--- src/rtl/jtcps1_sdram_arb_pkg.sv ---
// Shared types and constants for the CPS1 SDRAM bank arbiter.
package jtcps1_sdram_arb_pkg;

  localparam int unsigned NBANK = 4;
  localparam int unsigned BAW   = 2;
  localparam int unsigned DW    = 16;
  localparam int unsigned MW    = 2;

  typedef enum logic [1:0] {
    ST_IDLE = 2'd0,
    ST_CMD  = 2'd1,
    ST_WAIT = 2'd2,
    ST_RFSH = 2'd3
  } arb_state_e;

  localparam logic [BAW-1:0] BA_RAM = 2'd0;
  localparam logic [BAW-1:0] BA_SND = 2'd1;
  localparam logic [BAW-1:0] BA_GFX = 2'd2;
  localparam logic [BAW-1:0] BA_ROM = 2'd3;

  typedef struct packed {
    logic [DW-1:0] din;
    logic [MW-1:0] mask;
  } wdata_t;

  function automatic logic [NBANK-1:0] bank_onehot(input logic [BAW-1:0] idx);
    return NBANK'(1) << idx;
  endfunction

endpackage

--- src/rtl/jtcps1_rr_pick.sv ---
// Combinational 4-way round-robin picker: first requester after last_i, wrapping.
module jtcps1_rr_pick
  import jtcps1_sdram_arb_pkg::*;
(
  input  logic [NBANK-1:0] req_i,
  input  logic [BAW-1:0]   last_i,
  output logic             valid_o,
  output logic [BAW-1:0]   idx_o
);

  logic [BAW-1:0] cand;

  always_comb begin
    valid_o = 1'b0;
    idx_o   = last_i;
    cand    = last_i;
    // last_i itself is searched last, so a lone requester may be re-granted
    for (int k = 1; k <= 4; k++) begin
      cand = last_i + BAW'(k);
      if (!valid_o && req_i[cand]) begin
        valid_o = 1'b1;
        idx_o   = cand;
      end
    end
  end

endmodule

--- src/rtl/jtcps1_sdram_arb.sv ---
// Round-robin arbiter of four bank ports onto one SDRAM command port,
// with auto-refresh insertion during the refresh window.
module jtcps1_sdram_arb
  import jtcps1_sdram_arb_pkg::*;
#(
  parameter int unsigned AW          = 22,
  parameter int unsigned RFSH_PERIOD = 64,
  parameter int unsigned RFSH_CW     = 7
) (
  input  logic              clk,
  input  logic              rst,
  input  logic              refresh_en,
  input  logic [4*AW-1:0]   ba_addr,
  input  logic [3:0]        ba_rd,
  input  logic              ba0_wr,
  input  logic [15:0]       ba0_din,
  input  logic [1:0]        ba0_din_m,
  output logic [3:0]        ba_ack,
  output logic [3:0]        ba_rdy,
  output logic [AW-1:0]     sd_addr,
  output logic [1:0]        sd_ba,
  output logic              sd_rd,
  output logic              sd_wr,
  output logic              sd_rfsh,
  output logic [15:0]       sd_din,
  output logic [1:0]        sd_din_m,
  input  logic              sd_ack,
  input  logic              sd_rdy
);

  localparam logic [RFSH_CW-1:0] RFSH_LAST = RFSH_CW'(RFSH_PERIOD - 1);

  arb_state_e         state_q, state_d;
  logic [BAW-1:0]     grant_q, grant_d;
  logic [BAW-1:0]     last_q, last_d;
  logic [AW-1:0]      addr_q, addr_d;
  wdata_t             wdata_q, wdata_d;
  logic               rd_q, rd_d;
  logic               wr_q, wr_d;
  logic               rfsh_q, rfsh_d;
  logic [RFSH_CW-1:0] rfsh_cnt_q, rfsh_cnt_d;
  logic               rfsh_pend_q, rfsh_pend_d;
  logic               rfsh_done;

  logic [NBANK-1:0]   req;
  logic               pick_valid;
  logic [BAW-1:0]     pick_idx;
  logic [AW-1:0]      pick_addr;
  logic               pick_wr;

  assign req       = ba_rd | {3'b000, ba0_wr};
  assign pick_addr = ba_addr[32'(pick_idx) * AW +: AW];
  // a bank-0 write outranks a simultaneous bank-0 read
  assign pick_wr   = (pick_idx == BA_RAM) && ba0_wr;

  jtcps1_rr_pick u_pick (
    .req_i   (req),
    .last_i  (last_q),
    .valid_o (pick_valid),
    .idx_o   (pick_idx)
  );

  // State register
  always_ff @(posedge clk or posedge rst) begin
    if (rst) state_q <= ST_IDLE;
    else     state_q <= state_d;
  end

  // Next-state logic; refresh takes priority over any pending request
  always_comb begin
    state_d = state_q;
    case (state_q)
      ST_IDLE: begin
        if (rfsh_pend_q)     state_d = ST_RFSH;
        else if (pick_valid) state_d = ST_CMD;
      end
      ST_CMD: begin
        if (sd_ack) state_d = sd_rdy ? ST_IDLE : ST_WAIT;
      end
      ST_WAIT: begin
        if (sd_rdy) state_d = ST_IDLE;
      end
      ST_RFSH: begin
        if (sd_ack) state_d = ST_IDLE;
      end
      default: state_d = ST_IDLE;
    endcase
  end

  // Output logic: command field next-values plus same-cycle ack/rdy routing
  always_comb begin
    grant_d   = grant_q;
    last_d    = last_q;
    addr_d    = addr_q;
    wdata_d   = wdata_q;
    rd_d      = rd_q;
    wr_d      = wr_q;
    rfsh_d    = rfsh_q;
    rfsh_done = 1'b0;
    ba_ack    = '0;
    ba_rdy    = '0;
    case (state_q)
      ST_IDLE: begin
        if (rfsh_pend_q) begin
          rfsh_d = 1'b1;
        end else if (pick_valid) begin
          grant_d = pick_idx;
          addr_d  = pick_addr;
          wdata_d = '{din: ba0_din, mask: ba0_din_m};
          wr_d    = pick_wr;
          rd_d    = !pick_wr;
        end
      end
      ST_CMD: begin
        if (sd_ack) begin
          ba_ack = bank_onehot(grant_q);
          ba_rdy = sd_rdy ? bank_onehot(grant_q) : '0;
          rd_d   = 1'b0;
          wr_d   = 1'b0;
          last_d = grant_q;
        end
      end
      ST_WAIT: begin
        if (sd_rdy) ba_rdy = bank_onehot(grant_q);
      end
      ST_RFSH: begin
        if (sd_ack) begin
          rfsh_d    = 1'b0;
          rfsh_done = 1'b1;
        end
      end
      default: ;
    endcase
  end

  // Refresh timer: at most one refresh pending; a wrap on the ack cycle re-arms it
  always_comb begin
    rfsh_cnt_d  = rfsh_cnt_q;
    rfsh_pend_d = rfsh_pend_q;
    if (!refresh_en) begin
      rfsh_cnt_d  = '0;
      rfsh_pend_d = 1'b0;
    end else begin
      if (rfsh_done) rfsh_pend_d = 1'b0;
      if (rfsh_cnt_q == RFSH_LAST) begin
        rfsh_cnt_d  = '0;
        rfsh_pend_d = 1'b1;
      end else begin
        rfsh_cnt_d = rfsh_cnt_q + RFSH_CW'(1);
      end
    end
  end

  // Datapath and refresh registers
  always_ff @(posedge clk or posedge rst) begin
    if (rst) begin
      grant_q     <= BA_RAM;
      last_q      <= BA_ROM;
      addr_q      <= '0;
      wdata_q     <= '0;
      rd_q        <= 1'b0;
      wr_q        <= 1'b0;
      rfsh_q      <= 1'b0;
      rfsh_cnt_q  <= '0;
      rfsh_pend_q <= 1'b0;
    end else begin
      grant_q     <= grant_d;
      last_q      <= last_d;
      addr_q      <= addr_d;
      wdata_q     <= wdata_d;
      rd_q        <= rd_d;
      wr_q        <= wr_d;
      rfsh_q      <= rfsh_d;
      rfsh_cnt_q  <= rfsh_cnt_d;
      rfsh_pend_q <= rfsh_pend_d;
    end
  end

  assign sd_addr  = addr_q;
  assign sd_ba    = grant_q;
  assign sd_rd    = rd_q;
  assign sd_wr    = wr_q;
  assign sd_rfsh  = rfsh_q;
  assign sd_din   = wdata_q.din;
  assign sd_din_m = wdata_q.mask;

endmodule

--- config.mk ---
export PLATFORM = sky130hd
export DESIGN_NAME = jtcps1_sdram_arb
export DESIGN_NICKNAME = d
export VERILOG_FILES = /design/src/rtl/jtcps1_sdram_arb_pkg.sv /design/src/rtl/jtcps1_rr_pick.sv /design/src/rtl/jtcps1_sdram_arb.sv
export SDC_FILE = /design/constraint.sdc
export NUM_CORES = 1
export LEC_CHECK = 0
export BUFFER_PORTS_ARGS = -buffer_cell sky130_fd_sc_hd__buf_2
export CAP_MARGIN = 10
export CORE_ASPECT_RATIO = 0.9
export CORE_MARGIN = 3
export CORE_UTILIZATION = 45
export DETAILED_ROUTE_END_ITERATION = 7
export HOLD_SLACK_MARGIN = 0.1
export MAX_ROUTING_LAYER = met4
export PLACE_DENSITY = 0.83
export SLEW_MARGIN = 20
export SYNTH_ARGS = -nofsm -noshare
export SYNTH_HDL_FRONTEND = slang
export SYNTH_SLANG_ARGS = --single-unit
--- constraint.sdc ---
create_clock -name clk -period 2.1 [get_ports clk]
set_input_delay 0.21 -clock clk [delete_from_list [all_inputs] [get_ports clk]]
set_output_delay 0.21 -clock clk [all_outputs]
set_load 0.02 [all_outputs]
; ---- Yosys cells after proc, flatten, opt, wreduce, memory -nomap -nowiden
; Index checks and enable logic that the tools add are counted.
[word_totals]
ff_bits = 57
input_bits = 116
output_inout_bits = 53
elab_cells = 97
[op_classes]
addsub = 4
multipliers = 1
order_cmp = 4
eq_ne = 12
shift = 2
n_mux = 44
n_bitwise = 2
reduce_logical = 17
[op_table]
columns = operator, n
row1 = 88-bit by 8-bit indexed part select with 22-bit output, 1
row2 = 2-bit 2-to-1 mux, 10
row3 = 1-bit 2-to-1 mux, 19
row4 = 4-bit 2-to-1 mux, 4
row5 = 7-bit 2-to-1 mux, 2
row6 = 2-bit by 3-bit less-than comparator with 1-bit output (second input constant), 4
row7 = 2-bit inequality test (second input constant), 6
row8 = 1-bit binary-select mux with 2-bit select, 4
row9 = 2-bit one-hot mux with 4 select lines, 1
row10 = 4-bit one-hot mux with 2 select lines, 1
row11 = 4-bit AND reduction, 2
row12 = 7-bit by 1-bit adder with 7-bit output (second input constant), 1
row13 = 7-bit by 6-bit == test with 1-bit output (second input constant), 1
row14 = 2-bit by 4-bit multiplier with 6-bit output (second input constant), 1
row15 = 1-bit one-hot mux with 2 select lines, 3
row16 = 3-bit AND reduction, 2
row17 = 2-bit adder (second input constant), 2
row18 = 2-bit == test (second input constant), 2
row19 = 1-bit logical AND, 4
row20 = 1-bit logical NOT, 4
row21 = 2-bit logical NOT, 2
row22 = 4-bit by 1-bit bitwise OR with 4-bit output, 1
row23 = 2-bit nonzero test, 2
row24 = 1-bit by 2-bit left shift with 4-bit output (first input constant), 1
row25 = other kinds (6), 6

; ---- Depth between registers and ports, before layout
; Gate-level depths: netlist of the first run.
[logic_depth]
ltp_word = 19
depth_mapped = 8
mapped_depth_nobuf = 7

; ---- Cells and area by module
; A second synthesis of the first run with hierarchy kept.
[hier_totals]
cells_unflattened = 220
hier_area_um2 = 3054.2
[modules_own_cells]
columns = module, instances, cells_each, area_per_inst_um2, seq_area_each_um2
row1 = jtcps1_sdram_arb, 1, 206, 2971.6, 1428.9
row2 = jtcps1_rr_pick, 1, 14, 82.6, 0.0

; ---- Worst setup path after synthesis of the first run
; No wires, ideal clock.
[synth_path]
path_type = register -> register
from = register state_q[0]
to = register wdata_q (netlist bit sd_din[0])
setup_ps = 125
arrival_ps = 1663
required_ps = 1975
path_slack_ps = 313
path_stages_with_launch = 8
period_less_slack_ps = 1787
cell_sequence = dfrtp_1 > inv_1 > ha_1 > nand2b_1 > a31oi_2 > buf_4 > buf_2 > mux2_2
[synth_between]
elab_chain_len = 2
[synth_lines]
columns = element, line
row1 = start: declaration, jtcps1_sdram_arb.sv:33  ; arb_state_e state_q, state_d;
row2 = start signal: assignment, jtcps1_sdram_arb.sv:66  ; else state_q <= state_d;
row3 = 2-bit logical NOT, jtcps1_sdram_arb.sv:102  ; case (state_q)
row4 = 3-bit AND reduction (no source line), -
row5 = end signal: assignment, jtcps1_sdram_arb.sv:170  ; wdata_q <= wdata_d;
row6 = end: declaration, jtcps1_sdram_arb.sv:37  ; wdata_t wdata_q, wdata_d;
; Every way passes these cells.
; A chain may end at the register's enable or synchronous reset.

; ---- Worst setup path in the final report of the first run
[layout_path]
from = register state_q[1]
to = output port ba_rdy[0]
[layout_between]
elab_chain_len = 2
word_cells_on_any_way = 3
cone_classes = eq/ne: 2 / mux: 1
[layout_lines]
columns = element, line
row1 = 2-bit == test or 2-bit by 1-bit == test with 1-bit output (tied branches), jtcps1_sdram_arb.sv:102
row2 = 4-bit one-hot mux with 2 select lines (*), jtcps1_sdram_arb.sv:102
row3 = end: declaration, jtcps1_sdram_arb.sv:19  ; output logic [3:0] ba_rdy,
; Mark *: on every way between the ends. The rest lies on a longest branch, timed or not.

==> results of run 1 <==
kinds of logic (layout without fill, tap and decap cells):
logic type / Yosys count / in the layout
DFF: 57 / 57
xor gates and xnor gates: 4 / 4
adders and majority gates: 5 / 5
and+or+nand+nor: 98 / 98
muxes: 43 / 43
AOI/OAI and AO/OA: 67 / 67
buffers and inverters: 27 / 229
state kept, by name, indices dropped and copies added, names as in the netlist:
name	cells
sd_addr	22
sd_din	16
rfsh_cnt_q	7
last_q	2
sd_ba	2
sd_din_m	2
state_q	2
rfsh_pend_q	1
sd_rd	1
sd_rfsh	1
sd_wr	1
stage by stage:
step | util [%] | setup slack (ns) | power (mW) | area, sq um
floorplan | - | 0.313 | 4.69 | 3200
finish | 68.9 | 0.114 | 6.83 | 4630
global route | 68.9 | 0.0254 | 7.29 | 4630
global placement | 62.5 | 0.283 | 5.69 | 4200
CTS | 68.6 | 0.0179 | 6.83 | 4610
detailed placement | 62.5 | 0.176 | 5.84 | 4200
cell type report:
type / count / area (sq um)
repair buffers: 204 / 1220
clock buffers: 9 / 124
flip-flops and latches: 57 / 1430
multi-input cells: 217 / 1660
inverters: 9 / 33.8
well taps: 90 / 113
fillers: 568 / 2090
clock inverters: 7 / 56.3
worst min path at each step:
stage / to / from / slack [ns] / depth (start not counted)
after floorplan: rfsh_cnt_q[2] / refresh_en / 0.34 / 1
after global placement: sd_rd / rst / 0.33 / 2
after detailed placement: sd_rd / rst / 0.33 / 2
after CTS: sd_din[6] / ba0_din[6] / 0.10 / 2
after global routing: sd_addr[11] / ba_addr[11] / 0.11 / 3
final: sd_din[6] / ba0_din[6] / 0.12 / 2
what timing repair did:
item | 4_1_cts | 5_1_grt
setup endpoints to repair | 0 | 3
endpoints found under the hold margin | 49 | 0
hold buffers | 23 | 0
gates resized for setup | 0 | 4
where the power goes:
group	internal, mW	total, mW	switching (mW)
Sequential	1.61	1.92	0.310
Clock	0.434	0.922	0.488
Combinational	1.71	3.98	2.27
Total	3.76	6.83	3.07
cell usage after synthesis, types with 2 or more instances:
| master | number |
|---|---|
| sky130_fd_sc_hd__o211ai_2 | 19 |
| sky130_fd_sc_hd__buf_4 | 2 |
| sky130_fd_sc_hd__and3_1 | 2 |
| sky130_fd_sc_hd__nand2_1 | 8 |
| sky130_fd_sc_hd__nand3_1 | 26 |
| sky130_fd_sc_hd__inv_1 | 8 |
| sky130_fd_sc_hd__ha_1 | 5 |
| sky130_fd_sc_hd__buf_2 | 10 |
| sky130_fd_sc_hd__and2_1 | 2 |
| sky130_fd_sc_hd__xnor2_1 | 2 |
| sky130_fd_sc_hd__nor3_1 | 5 |
| sky130_fd_sc_hd__o211ai_1 | 2 |
| sky130_fd_sc_hd__buf_8 | 2 |
| sky130_fd_sc_hd__o21ai_1 | 2 |
| sky130_fd_sc_hd__o21ai_0 | 5 |
| sky130_fd_sc_hd__xor2_1 | 2 |
| sky130_fd_sc_hd__mux2i_1 | 23 |
| sky130_fd_sc_hd__dfrtp_1 | 55 |
| sky130_fd_sc_hd__clkbuf_1 | 3 |
| sky130_fd_sc_hd__nor2b_1 | 25 |
| sky130_fd_sc_hd__a31oi_1 | 24 |
| sky130_fd_sc_hd__dfstp_2 | 2 |
| sky130_fd_sc_hd__a21oi_1 | 5 |
| sky130_fd_sc_hd__mux2_2 | 20 |
| sky130_fd_sc_hd__nand2b_1 | 6 |
| sky130_fd_sc_hd__nor2_1 | 19 |
metal layers:
| layer | up-vias | GRT usage, % | share of wire [%] |
|---|---|---|---|
| met1 | 1505 | 27.0 | 40 |
| met5 | - | - | 0 |
| met4 | 0 | 5.77 | 0.68 |
| met2 | 122 | 41.4 | 53 |
| li1 | 1492 | - | - |
| met3 | 7 | 5.18 | 6.2 |
==> impl_summary.txt, run 1 <==
----------------------------------------------------
[Run status]
  Result of the run ... finished clean

[Yosys]
  Post-synthesis compound-gate area fraction ... 17.3%
  Synthesized-area fraction occupied by and/or/nand/nor cells ... about 16%
  Top cell type's share of synthesized area ... a little over two fifths
  Top cells by area, synth ... sky130_fd_sc_hd__dfrtp_1, sky130_fd_sc_hd__o211ai_2, sky130_fd_sc_hd__mux2i_1
  Mean Syn Cell Area ... about 11 sq um
  Syn_nets ... 422
  Post-Syn Area ... roughly 0.0032 sq mm
  Xor/xnor share of the synthesized area ... under 10%
  Number of register bits inferred by synthesis ... 57
  Async SR Flop Fraction ... 100%
  Cell type contributing the most total cell area after synthesis ... sky130_fd_sc_hd__dfrtp_1
  Yosys warning count ... 0
  Cell variety after synth ... 43
  Most used DFF post-synth ... sky130_fd_sc_hd__dfrtp_1
  Multiplexer fraction of the synthesized cell area ... between 10% and 20%
  Number of synthesized flops with an enable pin ... 0
  Largest family of logic cells by synthesized area ... compound AO/OA/AOI/OAI gates
  Post-Synth Adder-Cell Area ... roughly 2%
  Post-synthesis sequential area ratio ... between 40% and 50%
  Gate Count Post-Synth ... 301

[Timing]
  RSZ-0062 raised after global routing ... false
  Accumulated negative setup slack ... 0 ns
  Total setup violations reported at the end of the flow ... 0
  Worst clock skew on the final layout ... around 0.0080 ns
  Relative slew slack ... around 59%
  Fmax achieved ... ~0.5 GHz
  Final period utilization ... between 90% and 100%
  Transition time at the pin with the least slew margin ... ~0.6 ns
  Hold_ws ... between 0.1 and 0.15 ns
  Hold Fails Final Rpt ... 0
  Tmin final ... 1.99 ns
  Slew Limit Fails ... 0

[Global routing]
  Largest net degree at the start of global routing ... 31
  Antenna violations before repair ... 0
  Global route total overflow ... 0
  Number of global-route vias before repair ... between 3,000 and 4,000
  Overall routing resource usage ... 23.5%
  Global-route wire length before repair ... around 15,000 um

[Critical path]
  Max Fanout on Critical Path ... 6
  Crit Path Class ... reg2out
  Reg2reg path depth ... 8
  Worst path max stage delay ... roughly 0.42 ns
  Cell family with the largest share of critical-path delay ... simple AND/OR/NAND/NOR gates
  List of cells traversed by the critical path ... inv_1 -> ha_2 -> nand2_1 -> nand2b_1 -> nand3_1 -> nor3_2 -> buf_2
  Count of buffer and inverter cells on the critical path ... 2
  Register-to-register path setup slack ... 0.16 ns
  Capturing element of the worst setup path ... ba_rdy[0]
  Timing startpoint of the critical path ... state_q[1]
  Req. time, crit path ... approximately 1.9 ns
  Endpoint arrival time on the critical path ... around 1.8 ns
  Number of logic stages on the critical path including buffering ... 7
  Cell type of the slowest stage on the worst timing path ... sky130_fd_sc_hd__dfrtp_1
  Capturing element type of the critical path ... output pin
  Type of element launching the critical path ... flop
  R2R Path End ... sd_rd
  Beginning of the worst register-to-register path ... state_q[0]

[Placement]
  # port buffers ... 168
  DPL Wire Length ... 6780 um
  Final weighted congestion in routability-driven placement ... ~0.8
  Cell count after placement ... between 500 and 600

[Floorplan]
  Ports placed on the boundary ... approximately 170
  Effective utilization at floorplan ... ~48%
  Width of the chip ... ~95 um
  Number of placement rows ... 28
  Die Footprint ... roughly 0.0082 sq mm
  Std-Cell Core Area ... slightly below 0.007 sq mm
  Overall die height ... about 86 um

[Final layout]
  Number of diodes ... 0
  Share of post-route cells with drive strength above 1 ... between 40% and 50%
  Final layout net count ... between 600 and 700
  Most frequent standard cell in the layout excluding fill and tap cells ... sky130_fd_sc_hd__buf_2
  Highest-count cells in the layout ignoring fill and taps ... sky130_fd_sc_hd__buf_2, sky130_fd_sc_hd__dfrtp_1, sky130_fd_sc_hd__nand3_1, sky130_fd_sc_hd__nor2b_1, sky130_fd_sc_hd__a31oi_1
  Final cell count without fillers ... around 600
  Layout overhead on the synthesized area ... 44.8%

[Worst hold path]
  Hold crit path type ... in2reg

[Job]
  Max-Cap Viols ... 0

[Routing]
  Number of nets with antenna violations after detailed routing ... 0
  Routed WL ... between 9000 and 10,000 um
  Vias after detailed routing ... 3,126
  WL/cell ... 15.7 um
  Routed vias/inst ... about 5.3
  First drt pass iteration count ... 4
  Remaining DRCs ... 0
  Count of routing violations after the opening detailed-route iteration ... 90

[Pwr]
  Power density over cell area ... 1470 mW/mm^2
  Max IR drop VDD ... between 0.8 and 0.9 mV
  Leakage ... approximately 2.3 nW

[Clock tree]
  Setup repair bufs after CTS ... 0
  Total clock buffers created by CTS ... 9
  Clock tree root driver cell ... sky130_fd_sc_hd__clkbuf_8
  TritonCTS clock tree ... built
  Maximum clock path buffer count ... 2
  H-Tree Level Count ... 3
  Clock-pin slew on the worst setup and hold paths ... ~0.070 ns
  TritonCTS Sinks ... 57
  Clock insertion delay at the later pin of the skew report ... ~0.34 ns

----------------------------------------------------
Note: power is estimated with default switching activity, not from simulation.
==> run 2: changes to the inputs <==
Settings changed: GPL_ROUTABILITY_DRIVEN from default to 0, PLACE_DENSITY 0.83 to 0.78.
==> run 2 against run 1 <==
Largest power group unchanged. Combinational power barely moved. Via count fell by 2.5%. Global-route usage fell by 0.28 points. Sequential share of layout area rose by 0.95 points. Register-to-register slack got worse by 0.04 ns.
==> impl_summary.txt, run 2 (synthesized netlist as in run 1, its figures left out) <==
----------------------------------------------------
[Global routing]
  Antenna violations before repair ... 0 (unchanged)
  Largest net degree at the start of global routing ... 40 (+29%)
  Global route total overflow ... 0 (unchanged)
  Global-route wire length before repair ... 14,400 um (-1.6%)
  Number of global-route vias before repair ... 3,027 (-6.0%)
  Overall routing resource usage ... 23.2% (-0.28 points)

[Timing]
  Slew Limit Fails ... 0 (unchanged)
  Relative slew slack ... 56.3% (-3.1 points)
  Transition time at the pin with the least slew margin ... 0.655 ns (+0.0457 ns)
  Hold Fails Final Rpt ... 0 (unchanged)
  Final period utilization ... 94.2% (-0.36 points)
  Tmin final ... 1.98 ns (-0.00764 ns)
  Worst clock skew on the final layout ... 0.00566 ns (-0.00233 ns)
  Fmax achieved ... 0.505 GHz (+0.39%)
  Hold_ws ... 0.115 ns (-0.00299 ns)
  Total setup violations reported at the end of the flow ... 0 (unchanged)
  Accumulated negative setup slack ... 0 ns (unchanged)

[Final layout]
  Highest-count cells in the layout ignoring fill and taps ... sky130_fd_sc_hd__buf_2, sky130_fd_sc_hd__dfrtp_1, sky130_fd_sc_hd__nand3_1, sky130_fd_sc_hd__nor2b_1, sky130_fd_sc_hd__a31oi_1
  Layout overhead on the synthesized area ... 40.4%
  Flip-flop count of the largest register, all copies and words added ... 22 (unchanged)
  Number of diodes ... 0 (unchanged)
  Share of post-route cells with drive strength above 1 ... 50.2% (+0.90 points)
  Most frequent standard cell in the layout excluding fill and tap cells ... sky130_fd_sc_hd__buf_2
  Utilization of the core after routing ... 66.8% (-2.1 points)
  Final cell count without fillers ... 576 (-2.9%)
  Final layout net count ... 602 (-2.7%)

[Run status]
  Result of the run ... finished clean

[Clock tree]
  Clock tree root driver cell ... sky130_fd_sc_hd__clkbuf_8
  Setup repair bufs after CTS ... 0 (unchanged)
  TritonCTS Sinks ... 57 (unchanged)
  Clock-pin slew on the worst setup and hold paths ... 0.07 ns (about the same)
  Clock insertion delay at the later pin of the skew report ... 0.33 ns (about the same)
  Maximum clock path buffer count ... 2 (unchanged)
  Total clock buffers created by CTS ... 9 (unchanged)
  H-Tree Level Count ... 3 (unchanged)
  TritonCTS clock tree ... built

[Pwr]
  Net Sw Frac ... 44.0% (-0.96 points)
  Design internal power ... 3.86 mW (+2.8%)
  Part of the total power dissipated in sequential elements ... 27.7% (-0.4 points)
  Power density over cell area ... 1530 mW/mm^2 (+4.1%)
  Reported net switching power ... 3.03 mW (-1.1%)
  Clock network fraction of total power ... 14.3% (+0.8 points)
  Portion of total power attributed to combinational logic ... 58.0% (-0.4 points)
  Leakage ... 2.24 nW (-1.8%)
  Max IR drop VDD ... 0.878 mV (+7.5%)

[Routing]
  Number of nets with antenna violations after detailed routing ... 0 (unchanged)
  Vias after detailed routing ... 3,047 (-2.5%)
  Count of routing violations after the opening detailed-route iteration ... 150 (+67%)
  Routed WL ... 9430 um (+1.1%)
  Routed vias/inst ... 5.29 (+0.35%)
  WL/cell ... 16.4 um (+4.1%)
  First drt pass iteration count ... 4 (unchanged)
  Remaining DRCs ... 0 (unchanged)

[Floorplan]
  Ports placed on the boundary ... 169 (unchanged)
  Number of placement rows ... 28 (unchanged)
  Die Footprint ... 0.00816 sq mm (unchanged)
  Width of the chip ... 94.9 um (unchanged)
  Effective utilization at floorplan ... 47.6% (unchanged)
  Overall die height ... 86.0 um (unchanged)
  Std-Cell Core Area ... 0.00673 sq mm (unchanged)

[Placement]
  Cell count after placement ... 551 (-0.54%)
  # port buffers ... 168 (unchanged)
  DPL Wire Length ... 6670 um (-1.6%)

[Critical path]
  Type of element launching the critical path ... flop
  Crit Path Class ... reg2reg
  Req. time, crit path ... 2.32 ns (+0.43 ns)
  Endpoint arrival time on the critical path ... 2.20 ns (+0.42 ns)
  Capturing element type of the critical path ... flop
  Max Fanout on Critical Path ... 9 (+3)

[Job]
  Max-Cap Viols ... 0 (unchanged)

[Worst hold path]
  Hold crit path type ... in2reg

----------------------------------------------------
run 2: what timing repair did:
action | CTS | global route
hold buffers | 8 | 0
endpoints found under the setup margin | 0 | 16
hold endpoints to repair | 34 | 0
gates resized for setup | 0 | 4
run 2: final cells by class:
cell class,count,area (sq um)
timing repair buffer,187,1070
clock inverter,2,10.0
inverter,9,33.8
tap,90,113
sequential,57,1430
fill,558,2230
clock buffer,14,183
multi-input combinational,217,1650
run 2: stage by stage:
step	setup slack (ns)	area, sq um	power [mW]
2_1_floorplan	0.313	3200	4.69
3_3_place_gp	0.201	4180	5.65
3_5_place_dp	0.149	4180	5.78
4_1_cts	0.0560	4450	6.80
5_1_grt	-0.00949	4490	7.34
6_report	0.121	4490	6.90
run 2: power groups by stage:
stage | clock network (mW) | registers (mW) | logic [mW]
detailed placement | 0 | 1.92 | 3.86
floorplan | 0 | 2.42 | 2.27
CTS | 1.01 | 1.91 | 3.88
global route | 1.06 | 1.97 | 4.31
finish | 0.987 | 1.91 | 4.00
global placement | 0 | 1.90 | 3.76
run 2: worst max-delay path: stages (launching register included):
cell	delay [ns]
sky130_fd_sc_hd__dfrtp_1	0.42
sky130_fd_sc_hd__inv_1	0.11
sky130_fd_sc_hd__ha_1	0.29
sky130_fd_sc_hd__nand2b_4	0.10
sky130_fd_sc_hd__a31oi_4	0.27
sky130_fd_sc_hd__a21boi_2	0.23
sky130_fd_sc_hd__buf_4	0.18
sky130_fd_sc_hd__a311oi_1	0.10
sky130_fd_sc_hd__a21o_1	0.16
run 2: final timing paths:
kind	start	end	slack (ns)	depth (start not counted)
max reg2reg	state_q[1]	sd_rd	0.12	8
max in group asynchronous	rst	sd_addr[10]	0.99	4
max	state_q[1]	sd_rd	0.12	8
min reg2reg	rfsh_cnt_q[0]	rfsh_cnt_q[0]	0.47	1
min	ba_addr[6]	sd_addr[6]	0.11	3
min in group asynchronous	rst	sd_din[11]	0.53	3
run 2: per-layer routing:
layer | vias to the layer above | track usage [%] | wire length, um
met5 | - | - | 0
met2 | 121 | 37.6 | 4670
met1 | 1456 | 29.4 | 4070
met3 | 13 | 4.82 | 551
met4 | 0 | 6.29 | 141
li1 | 1457 | - | -
==> run 3: changes to the inputs <==
Settings changed: CORE_UTILIZATION 45 to 47, CTS_BUF_LIST from default to sky130_fd_sc_hd__clkbuf_4 sky130_fd_sc_hd__clkbuf_8, PLACE_DENSITY 0.78 to 0.81.
==> run 3 against run 2 <==
Sequential share of layout area fell by 0.079 points. Clock skew up 0.0038 ns. First-iteration DRC count fell by 30%. Clock-buffer cell count is 1 lower. Global-route usage increased by 1.3 points. Routed wire length fell by 2.2%. Design area grew 0.25%.
==> impl_summary.txt, run 3 (synthesized netlist as in run 1, its figures left out) <==
----------------------------------------------------
[Final layout]
  Number of diodes ... 0 (unchanged)
  Highest-count cells in the layout ignoring fill and taps ... sky130_fd_sc_hd__buf_2, sky130_fd_sc_hd__dfrtp_1, sky130_fd_sc_hd__nand3_1, sky130_fd_sc_hd__nor2b_1, sky130_fd_sc_hd__a31oi_1
  Flip-flop count of the largest register, all copies and words added ... 22 (unchanged)
  Final layout net count ... 608 (+1.0%)
  Layout overhead on the synthesized area ... 40.8%
  Most frequent standard cell in the layout excluding fill and tap cells ... sky130_fd_sc_hd__buf_2
  Share of post-route cells with drive strength above 1 ... 49.8% (-0.41 points)

[Critical path]
  Worst path max stage delay ... 0.41 ns (about the same)
  R2R Path End ... sd_addr[12]
  Number of logic stages on the critical path including buffering ... 8 (unchanged)
  Beginning of the worst register-to-register path ... state_q[0]
  Register-to-register path setup slack ... 0.13 ns (about the same)
  Reg2reg path depth ... 8 (unchanged)
  Endpoint arrival time on the critical path ... 2.16 ns (-0.04 ns)
  Type of element launching the critical path ... flop
  Count of buffer and inverter cells on the critical path ... 2 (unchanged)
  Crit Path Class ... reg2reg
  Capturing element type of the critical path ... flop
  Cell family with the largest share of critical-path delay ... compound AO/OA/AOI/OAI gates
  Cell type of the slowest stage on the worst timing path ... sky130_fd_sc_hd__dfrtp_1
  List of cells traversed by the critical path ... inv_1 -> ha_1 -> nand2b_1 -> a31oi_4 -> buf_8 -> nor2b_1 -> a31oi_1 -> o211ai_2
  Req. time, crit path ... 2.29 ns (-0.03 ns)
  Max Fanout on Critical Path ... 36 (+27)

[Clock tree]
  Maximum clock path buffer count ... 2 (unchanged)
  Total clock buffers created by CTS ... 9 (unchanged)
  Clock insertion delay at the later pin of the skew report ... 0.33 ns (about the same)
  TritonCTS Sinks ... 57 (unchanged)
  Setup repair bufs after CTS ... 0 (unchanged)
  H-Tree Level Count ... 3 (unchanged)
  Clock-pin slew on the worst setup and hold paths ... 0.06 ns (about the same)
  TritonCTS clock tree ... built
  Clock tree root driver cell ... sky130_fd_sc_hd__clkbuf_8

[Routing]
  Count of routing violations after the opening detailed-route iteration ... 105 (-30%)
  WL/cell ... 15.9 um (-2.7%)
  Remaining DRCs ... 0 (unchanged)
  First drt pass iteration count ... 4 (unchanged)
  Number of nets with antenna violations after detailed routing ... 0 (unchanged)
  Vias after detailed routing ... 3,043 (-0.13%)
  Routed WL ... 9220 um (-2.2%)
  Routed vias/inst ... 5.26 (-0.65%)

[Timing]
  Tmin final ... 1.97 ns (-0.0106 ns)
  RSZ-0062 raised after global routing ... false
  Fmax achieved ... 0.508 GHz (+0.54%)
  Final worst setup slack ... 0.132 ns (+0.0106 ns)
  Worst clock skew on the final layout ... 0.00948 ns (+0.00383 ns)
  Final period utilization ... 93.7% (-0.50 points)
  Relative slew slack ... 64.6% (+8.3 points)
  Accumulated negative setup slack ... 0 ns (unchanged)
  Transition time at the pin with the least slew margin ... 0.525 ns (-0.129 ns)
  Hold Fails Final Rpt ... 0 (unchanged)
  Hold_ws ... 0.119 ns (+0.00430 ns)
  Total setup violations reported at the end of the flow ... 0 (unchanged)
  Slew Limit Fails ... 0 (unchanged)

[Pwr]
  Reported net switching power ... 2.96 mW (-2.6%)
  Net Sw Frac ... 43.8% (-0.17 points)
  Leakage ... 2.25 nW (+0.54%)
  Part of the total power dissipated in sequential elements ... 28.3% (+0.6 points)
  Power density over cell area ... 1500 mW/mm^2 (-2.5%)
  Design internal power ... 3.79 mW (-1.9%)
  Max IR drop VDD ... 0.888 mV (+1.1%)
  Clock network fraction of total power ... 13.8% (-0.5 points)
  Portion of total power attributed to combinational logic ... 57.9% (about the same)

[Floorplan]
  Std-Cell Core Area ... 0.00635 sq mm (-5.6%)
  Overall die height ... 84.3 um (-2.0%)
  Width of the chip ... 93.0 um (-2.0%)
  Effective utilization at floorplan ... 50.4% (+2.8 points)
  Die Footprint ... 0.00784 sq mm (-4.0%)
  Number of placement rows ... 27 (-3.6%)
  Ports placed on the boundary ... 169 (unchanged)

[Global routing]
  Number of global-route vias before repair ... 3,200 (+5.7%)
  Global-route wire length before repair ... 14,900 um (+2.9%)
  Global route total overflow ... 0 (unchanged)
  Antenna violations before repair ... 0 (unchanged)
  Overall routing resource usage ... 24.5% (+1.3 points)
  Largest net degree at the start of global routing ... 37 (-7.5%)

[Worst hold path]
  Cell depth of the worst hold path ... 2 (-1)
  Hold crit path type ... in2reg
  Min-Delay Startpoint ... ba0_din[11]
  Hold endpoint ... sd_din[11]

[Placement]
  Setup Slack @ Placement ... 0.0622 ns (-0.0872 ns)
  # port buffers ... 168 (unchanged)
  DPL Wire Length ... 6880 um (+3.2%)

[Run status]
  Result of the run ... finished clean

[Job]
  Max-Cap Viols ... 0 (unchanged)

----------------------------------------------------
## run 3: cell type report
cell class,count,area (sq um)
fill,510,1850
clock buffer,13,166
clock inverter,3,15.0
tap,87,109
timing repair buffer,193,1110
inverter,9,33.8
multi-input combinational,217,1640
sequential,57,1430
## run 3: how the worst max path moves through the flow
stage	to	slack (ns)	startpoint
4_1_cts	sd_addr[12]	0.04	state_q[0]
3_3_place_gp	sd_addr[7]	0.20	state_q[0]
5_1_grt	ba_rdy[0]	0.01	state_q[1]
6_report	sd_addr[12]	0.13	state_q[0]
2_1_floorplan	sd_din[0]	0.31	state_q[0]
3_5_place_dp	sd_addr[12]	0.06	state_q[0]
## run 3: metrics by stage
stage	cells	power, mW	instance area [sq um]	utilization, %
2_1_floorplan	301	4.69	3200	-
3_3_place_gp	550	5.65	4180	65.8
3_5_place_dp	550	5.78	4180	65.8
4_1_cts	579	6.76	4490	70.7
5_1_grt	579	7.21	4510	70.9
6_report	579	6.74	4510	70.9
## run 3: routing by layer
metal  GRT usage (%)  vias up  share of wire [%]
met3            5.38       13                6.2
met1            28.7     1441                 41
met5               -        -                  0
li1                -     1465                  -
met2            41.4      124                 51
met4            8.52        0                1.6
## run 3: power groups by stage
stage | sequential (mW) | combinational [mW] | clock (mW)
floorplan | 2.42 | 2.27 | 0
global placement | 1.89 | 3.76 | 0
detailed placement | 1.91 | 3.87 | 0
CTS | 1.90 | 3.90 | 0.963
global route | 1.98 | 4.23 | 1.01
finish | 1.91 | 3.90 | 0.931
## run 3: repair_timing
item                                   CTS  global route
hold buffers                            13             0
resized for setup                        0             4
setup endpoints to repair                0            17
endpoints found under the hold margin   34             0
